### config.mk
export PLATFORM = sky130hd
export DESIGN_NAME = serial_adder
export DESIGN_NICKNAME = d
export VERILOG_FILES = /design/src/rtl/serial_arith_pkg.sv /design/src/rtl/full_add.sv /design/src/rtl/serial_adder.sv
export SDC_FILE = /design/constraint.sdc
export NUM_CORES = 1
export LEC_CHECK = 0
export ABC_AREA = 1
export CORE_MARGIN = 2
export CORE_UTILIZATION = 52
export CTS_CLUSTER_SIZE = 10
export DETAILED_ROUTE_END_ITERATION = 12
export PLACE_DENSITY = 0.75
export SLEW_MARGIN = 20
export SYNTH_ARGS = -nofsm -noshare
export SYNTH_HDL_FRONTEND = slang
export SYNTH_SLANG_ARGS = --single-unit
### constraint.sdc
create_clock -name clk -period 2.3 [get_ports clk]
set_clock_uncertainty 0.1 [all_clocks]
set_input_delay 0.69 -clock clk [delete_from_list [all_inputs] [get_ports clk]]
set_output_delay 0.69 -clock clk [all_outputs]
set_load 0.01 [all_outputs]
### src/rtl/serial_arith_pkg.sv
// serial_arith_pkg: shared types and helpers for the bit-serial arithmetic cells.
//   state_t   - controller state, 2-bit encoding (IDLE, RUN, DONE)
//   cnt_width - bit width of the bit-position counter for a given operand width
package serial_arith_pkg;

  typedef enum logic [1:0] {
    IDLE = 2'd0,
    RUN  = 2'd1,
    DONE = 2'd2
  } state_t;

  // max(1, $clog2(w)); the counter only has to reach w-1.
  function automatic int cnt_width(input int w);
    return (w > 2) ? $clog2(w) : 1;
  endfunction

endpackage

### src/rtl/full_add.sv
// full_add: single-bit full adder cell, purely combinational.
//   a, b, cin - addend bits and carry in
//   s         - sum bit
//   cout      - carry out (majority of the three inputs)
module full_add (
  input  logic a,
  input  logic b,
  input  logic cin,
  output logic s,
  output logic cout
);

  assign s    = a ^ b ^ cin;
  assign cout = (a & b) | (a & cin) | (b & cin);

endmodule

### src/rtl/serial_adder.sv
// serial_adder: bit-serial WIDTH-bit adder, LSB first, one bit per clock
// through a single full_add cell with a registered carry.
//   clk, rst_n - clock, async active-low reset
//   start      - request strobe, accepted in IDLE or DONE
//   a, b, cin  - operands and carry in, sampled on the accept edge
//   busy       - high while bits are being processed
//   done       - one-cycle pulse, sum/cout updated in the same cycle
//   sum, cout  - (a+b+cin) mod 2^WIDTH and carry out, held until next done
module serial_adder
  import serial_arith_pkg::*;
#(
  parameter int WIDTH = 8
) (
  input  logic             clk,
  input  logic             rst_n,
  input  logic             start,
  input  logic [WIDTH-1:0] a,
  input  logic [WIDTH-1:0] b,
  input  logic             cin,
  output logic             busy,
  output logic             done,
  output logic [WIDTH-1:0] sum,
  output logic             cout
);

  localparam int            CW   = cnt_width(WIDTH);
  localparam logic [CW-1:0] LAST = CW'(WIDTH - 1);

  state_t           state, state_nxt;
  logic [WIDTH-1:0] a_sh, b_sh;
  // Holds the WIDTH-1 bits already produced; the bit of the current cycle
  // completes the word, so the final result is {bit_s, r_sh}.
  logic [WIDTH-2:0] r_sh;
  logic [WIDTH-1:0] r_nxt;
  logic             carry;
  logic [CW-1:0]    cnt;
  logic             bit_s, bit_c;
  logic             load, last;

  full_add u_fa (
    .a    (a_sh[0]),
    .b    (b_sh[0]),
    .cin  (carry),
    .s    (bit_s),
    .cout (bit_c)
  );

  assign r_nxt = {bit_s, r_sh};
  assign last  = (cnt == LAST);
  assign busy  = (state == RUN);
  assign done  = (state == DONE);

  always_comb begin
    state_nxt = state;
    load      = 1'b0;
    case (state)
      IDLE: if (start) begin
        load      = 1'b1;
        state_nxt = RUN;
      end
      RUN:  if (last) state_nxt = DONE;
      DONE: begin
        // back-to-back accept from DONE behaves exactly like IDLE
        if (start) begin
          load      = 1'b1;
          state_nxt = RUN;
        end else begin
          state_nxt = IDLE;
        end
      end
      default: state_nxt = IDLE;
    endcase
  end

  always_ff @(posedge clk or negedge rst_n) begin
    if (!rst_n) state <= IDLE;
    else        state <= state_nxt;
  end

  always_ff @(posedge clk or negedge rst_n) begin
    if (!rst_n) begin
      a_sh  <= '0;
      b_sh  <= '0;
      r_sh  <= '0;
      carry <= 1'b0;
      cnt   <= '0;
      sum   <= '0;
      cout  <= 1'b0;
    end else if (load) begin
      a_sh  <= a;
      b_sh  <= b;
      carry <= cin;
      cnt   <= '0;
    end else if (state == RUN) begin
      a_sh  <= a_sh >> 1;
      b_sh  <= b_sh >> 1;
      r_sh  <= r_nxt[WIDTH-1:1];
      carry <= bit_c;
      if (last) begin
        sum  <= r_nxt;
        cout <= bit_c;
      end else begin
        cnt  <= cnt + 1'b1;
      end
    end
  end

endmodule

==> flow_metrics.py, run 1 <==
metrics = {
    "drt": {
        "detail-route-antenna-nets": 0,
        "routed_wl_um": 3217,
        "drc": 0,
        "via_per_inst": 4.734,
        "drt-initial-drc-count": 82,
        "drt_first_pass_iters": 4,
        "wire_per_inst_um": 10.55,
        "num_vias": 1444,
    },
    "clock_tree": {
        "h-tree-depth": 2,
        "path_clk_slew_ns": 0.11,
        "clk_latency_ns": 0.34,
        "root_buffer": "clkbuf_4",
        "numCtsBuffers": 5,
        "cts_tree": "done",
        "clock_path_buffers": 2,
        "cts_sinks": 38,
        "hold_buffers": 0,
    },
    "floorplan": {
        "die-area_um2": 3893,
        "die_y_um": 62.39,
        "pin_count": 31,
        "die_w_um": 62.39,
        "rows": 21,
        "start_util": 0.5355,
        "core_area_um2": 3311,
    },
    "worst_setup_path": {
        "critPathBufInv": 1,
        "crit_chain": "clkdlybuf4s50_1",
        "max_stage_delay_ns": 0.55,
        "crit_family": "buffers and inverters",
        "start_kind": "register",
        "arrival_ns": 1.27,
        "slowest_stage": "clkdlybuf4s50_1",
        "path_max_fanout": 2,
        "path_class": "reg -> out",
        "endpoint_kind": "primary output",
        "cp_data_required_time_ns": 1.51,
    },
    "grt": {
        "grt_max_degree": 39,
        "antenna_found_initial": 0,
        "grt_overflow_total": 0,
        "grt_pass1_vias": 1394,
        "track_usage": 0.1952,
        "grt_pass1_wl_um": 5968,
    },
    "timing": {
        "setup_viol": 0,
        "slew_violations": 0,
        "hold_viol": 0,
        "slew_headroom": 0.6874,
        "worst_slack_ns": 0.2407,
        "finalSetupTns_ns": 0,
        "worst_pin_slew_ns": 0.4677,
        "fin_crit_ns": 2.059,
        "maxClockFrequency_mhz": 485.6,
        "rsz0062_at_grt": "no",
        "finalCritPeriodShare": 0.8954,
    },
    "logic_synthesis": {
        "synth.area.mux_share": 0,
        "ys_seq_area_frac": 0.5363,
        "synth_nets": 246,
        "synth_top_family_by_area": "simple AND/OR/NAND/NOR gates",
        "yosys.area_share.xor_xnor": 0,
        "netlist_area_um2": 1773,
        "yosys.area_share.adder": 0.02541,
        "syn_area_per_cell_um2": 7.950,
        "synthCells": 223,
        "synth_cell_type_count": 18,
        "synth-seq-cells": 38,
        "yosysWarnings": 0,
        "synth-simple-area-share": 0.2936,
        "synth_compound_area_frac": 0.04234,
    },
    "power_and_ir_drop": {
        "cellPowerDensity_nw_per_um2": 1218,
        "ir_worst_vdd_uv": 447.3,
        "p_leak_nw": 1.200,
    },
    "layout": {
        "layout-drive-gt1-share": 0.08108,
        "final_common_cell": "nand2_1",
        "num_antenna_cells": 0,
        "layout.nets": 281,
        "area_delta_synth_final_pct": 23.92,
        "most-common-layout-cells": "nand2_1 (91), dfrtp_1 (38), inv_1 (33)",
    },
    "run_status": {
        "status": "completed",
    },
    "flow_run": {
        "cap_violations": 0,
    },
    "placed_design": {
        "dpl_worst_slack_ns": 0.2716,
        "numPortBuffers": 30,
        "gp_congestion": 0.8338,
        "dp_hpwl_um": 2300,
    },
    "hold_path": {
        "hp-class": "reg -> reg",
    },
}
## final cells by class
class / count / area (um^2)
Multi-Input combinational cell: 141 / 640.6
Clock buffer: 6 / 51.30
Inverter: 36 / 137.6
Sequential cell: 38 / 950.9
Tap cell: 46 / 57.56
Fill cell: 308 / 1114
Clock inverter: 2 / 12.51
Timing Repair Buffer: 36 / 346.6
## synth_stat cells
| cell | count | area [um^2] |
|---|---|---|
| fa_1 | 1 | 20.02 |
| nand4_1 | 1 | 6.260 |
| o21ai_0 | 8 | 40.04 |
| nor2_1 | 2 | 7.510 |
| inv_2 | 2 | 7.510 |
| o21ai_1 | 7 | 35.03 |
| dfrtp_1 | 38 | 950.9 |
| inv_4 | 1 | 6.260 |
| inv_1 | 33 | 123.9 |
| buf_2 | 5 | 25.02 |
| nand2_2 | 1 | 6.260 |
| buf_6 | 1 | 11.26 |
| nor2_4 | 1 | 11.26 |
| nand2_4 | 2 | 22.52 |
| nand3_1 | 25 | 125.1 |
| clkbuf_1 | 2 | 7.510 |
| ha_1 | 2 | 25.02 |
| nand2_1 | 91 | 341.6 |
## cell families (layout without fill, tap and decap cells)
kind of cell    after synthesis  count (layout)
compound gates               15              15
fa+ha+maj                     3               3
buf+inv                      44              80
flops                        38              38
simple gates                123             123
## per-layer routing
layer  share of wire  up-vias  track usage
met3           0.061        5      0.05946
met5               0        -            0
met2            0.47       41       0.3207
li1                -      741            -
met4           0.012        0      0.08333
met1            0.45      657       0.2406
## registers in the layout (all words and copies together) (netlist names)
name,flops
carry,1
cout,1
cnt,3
sum,8
state,2
b_sh,8
r_sh,7
a_sh,8
## worst min-delay path: cells and delay by family, from the launching register on
family           cells  cell delay, ns
flip-flops           1            0.36
AND/OR/NAND/NOR      2            0.11
## final timing paths
| kind | from | endpoint | slack, ns | cells after the start |
|---|---|---|---|---|
| hold / removal | a_sh[7] | a_sh[7] | 0.39 | 2 |
| hold reg to reg | a_sh[7] | a_sh[7] | 0.39 | 2 |
| setup / recovery | sum[4] | sum[4] | 0.24 | 1 |
| min in group asynchronous | rst_n | r_sh[4] | 0.66 | 2 |
| setup reg to reg | state[0] | b_sh[0] | 0.55 | 7 |
| max in group asynchronous | rst_n | a_sh[4] | 1.11 | 2 |
## stage by stage
stage | area [um^2] | hold slack [ns] | cells | utilization | power (mW)
floorplan | 1773 | 0.2944 | 223 | - | 1.939
global placement | 2125 | 0.3550 | 296 | 0.6417 | 2.285
detailed placement | 2125 | 0.3599 | 296 | 0.6417 | 2.327
CTS | 2195 | 0.3854 | 305 | 0.6629 | 2.704
global route | 2197 | 0.4143 | 305 | 0.6636 | 2.953
finish | 2197 | 0.3862 | 305 | 0.6636 | 2.677
## power by group
group / internal, mW / leakage, nW / total [mW] / switching (mW)
sequential: 0.971 / 0.476 / 1.14 / 0.169
clock: 0.147 / 0.0343 / 0.364 / 0.217
combinational: 0.498 / 0.690 / 1.17 / 0.676
total: 1.62 / 1.20 / 2.68 / 1.06
## timing repair
action	4_1_cts	5_1_grt
gates resized for setup	1	1
setup endpoints to repair	2	1
setup buffers	1	0
Note: power is estimated with default switching activity, not from simulation.
==> run 2: changes to the inputs <==
CORE_UTILIZATION = 53   (was 52)
PLACE_DENSITY = 0.76   (was 0.75)
==> run 2 against run 1 <==
- setup slack worse by 0.16 ns
- cell count decreased by 0.66%
- sequential share of layout area rose by 0.27 points
- combinational power is essentially flat
- routed wire length rose by 1.4%
- total power shrank 1.3%
- clock-buffer cell count decreased by 1
- first-iteration DRC count is 34% lower
- die area shrank 1.8%
- sequential power is essentially flat
- maximum frequency shrank 7.2%
- critical path type unchanged
==> flow_metrics.py, run 2 (same netlist as run 1, synthesis figures left out) <==
metrics = {
    "run_status": {
        "status": "completed",
    },
    "drt": {
        "routed_wl_um": 3263,
        "via_per_inst": 4.746,
        "wire_per_inst_um": 10.77,
        "detail-route-antenna-nets": 0,
        "num_vias": 1438,
        "drt-initial-drc-count": 54,
        "drc": 0,
        "drt_first_pass_iters": 4,
    },
    "layout": {
        "num_antenna_cells": 0,
        "layout.nets": 282,
        "reg.largest.list": "a_sh: 8 flops, b_sh: 8 flops, sum: 8 flops",
        "multiInputGateArea_um2": 640.6,
        "layout-drive-gt1-share": 0.08108,
        "area_delta_synth_final_pct": 23.15,
        "instances_no_fill": 303,
        "seq_area_um2": 950.9,
        "final_common_cell": "nand2_1",
        "most-common-layout-cells": "nand2_1 (91), dfrtp_1 (38), inv_1 (33)",
        "fill_cells": 274,
    },
    "worst_setup_path": {
        "crit_family": "buffers and inverters",
        "max_stage_delay_ns": 0.54,
        "critPathBufInv": 1,
        "slowest_stage": "clkdlybuf4s50_1",
        "cp_data_required_time_ns": 1.51,
        "path_class": "reg -> out",
        "endpoint_kind": "primary output",
        "crit_chain": "nor2_4, clkdlybuf4s50_1",
        "start_kind": "register",
        "arrival_ns": 1.43,
        "path_max_fanout": 2,
    },
    "clock_tree": {
        "numCtsBuffers": 5,
        "root_buffer": "clkbuf_4",
        "cts_tree": "done",
        "path_clk_slew_ns": 0.11,
        "clk_latency_ns": 0.33,
        "clock_path_buffers": 2,
        "postCtsSetupBuffers": 0,
        "h-tree-depth": 2,
        "hold_buffers": 0,
        "cts_sinks": 38,
    },
    "power_and_ir_drop": {
        "ir_worst_vdd_uv": 624.1,
        "power_mw": 2.641,
        "cellPowerDensity_nw_per_um2": 1210,
        "p_leak_nw": 1.197,
    },
    "grt": {
        "grt_pass1_vias": 1368,
        "grt_overflow_total": 0,
        "antenna_found_initial": 0,
        "grt_pass1_wl_um": 5796,
        "grt_max_degree": 39,
        "track_usage": 0.2091,
    },
    "floorplan": {
        "pin_count": 31,
        "core_area_um2": 3128,
        "die_w_um": 61.84,
        "die-area_um2": 3824,
        "die_y_um": 61.84,
        "rows": 20,
        "start_util": 0.5668,
    },
    "flow_run": {
        "cap_violations": 0,
    },
    "placed_design": {
        "place_inst": 296,
        "numPortBuffers": 30,
        "dp_hpwl_um": 2373,
        "gp_congestion": 0.7325,
        "dpl_worst_slack_ns": 0.2709,
    },
    "timing": {
        "slew_violations": 0,
        "finalCritPeriodShare": 0.9643,
        "maxClockFrequency_mhz": 450.9,
        "fin_crit_ns": 2.218,
        "setup_viol": 0,
        "worst_slack_ns": 0.08201,
        "hold_viol": 0,
        "slew_headroom": 0.6782,
        "finalSetupTns_ns": 0,
        "rsz0062_at_grt": "no",
        "worst_pin_slew_ns": 0.4828,
    },
    "hold_path": {
        "hp-class": "reg -> reg",
    },
}
-- run 2: tightest hold or removal path: cells and delay by family (launching register included) --
family | cells | cell delay, ns
flip-flops | 1 | 0.36
AND/OR/NAND/NOR | 2 | 0.10
-- run 2: repair_timing --
action,in CTS,in global routing
resized for setup,1,0
setup endpoints to repair,1,0
endpoints found under the hold margin,0,0
-- run 2: power by group --
group          switching (mW)  internal, mW
Combinational           0.671         0.508
Clock                   0.216         0.110
Sequential              0.165         0.971
Total                    1.05          1.59
-- run 2: layout make-up --
| cell class | count | area share |
|---|---|---|
| Clock inverter | 2 | 0.004585 |
| Inverter | 36 | 0.06304 |
| Sequential cell | 38 | 0.4355 |
| Multi-Input combinational cell | 141 | 0.2934 |
| Timing Repair Buffer | 37 | 0.1610 |
| Tap cell | 44 | 0.02521 |
| Clock buffer | 5 | 0.01719 |
-- run 2: routing by layer --
layer / vias up / global-route usage / wire length [um]
li1: 746 / - / -
met1: 658 / 0.2652 / 1554
met2: 27 / 0.3519 / 1550
met3: 7 / 0.04348 / 101
met4: 0 / 0.08207 / 57
met5: - / 0 / 0
-- run 2: final timing paths --
kind | startpoint | endpoint | slack [ns] | depth (start not counted)
worst max-delay path | state[1] | busy | 0.08 | 2
worst min-delay path | a_sh[5] | a_sh[5] | 0.38 | 2
worst max register to register | state[1] | b_sh[0] | 0.65 | 7
worst min register to register | a_sh[5] | a_sh[5] | 0.38 | 2
max in group asynchronous | rst_n | a_sh[4] | 1.08 | 2
min in group asynchronous | rst_n | r_sh[3] | 0.67 | 2
-- run 2: stage by stage --
stage / hold slack, ns / utilization / cell area [um^2]
floorplan: 0.2944 / - / 1773
global placement: 0.3551 / 0.6832 / 2137
detailed placement: 0.3611 / 0.6832 / 2137
CTS: 0.3825 / 0.6980 / 2183
global route: 0.4143 / 0.6980 / 2183
finish: 0.3835 / 0.6980 / 2183
==> run 3: changes to the inputs <==
CAP_MARGIN = 5   (was not set)
==> results of run 3 <==
Same layout as run 2: the final DEF is identical, and so are final timing and power.
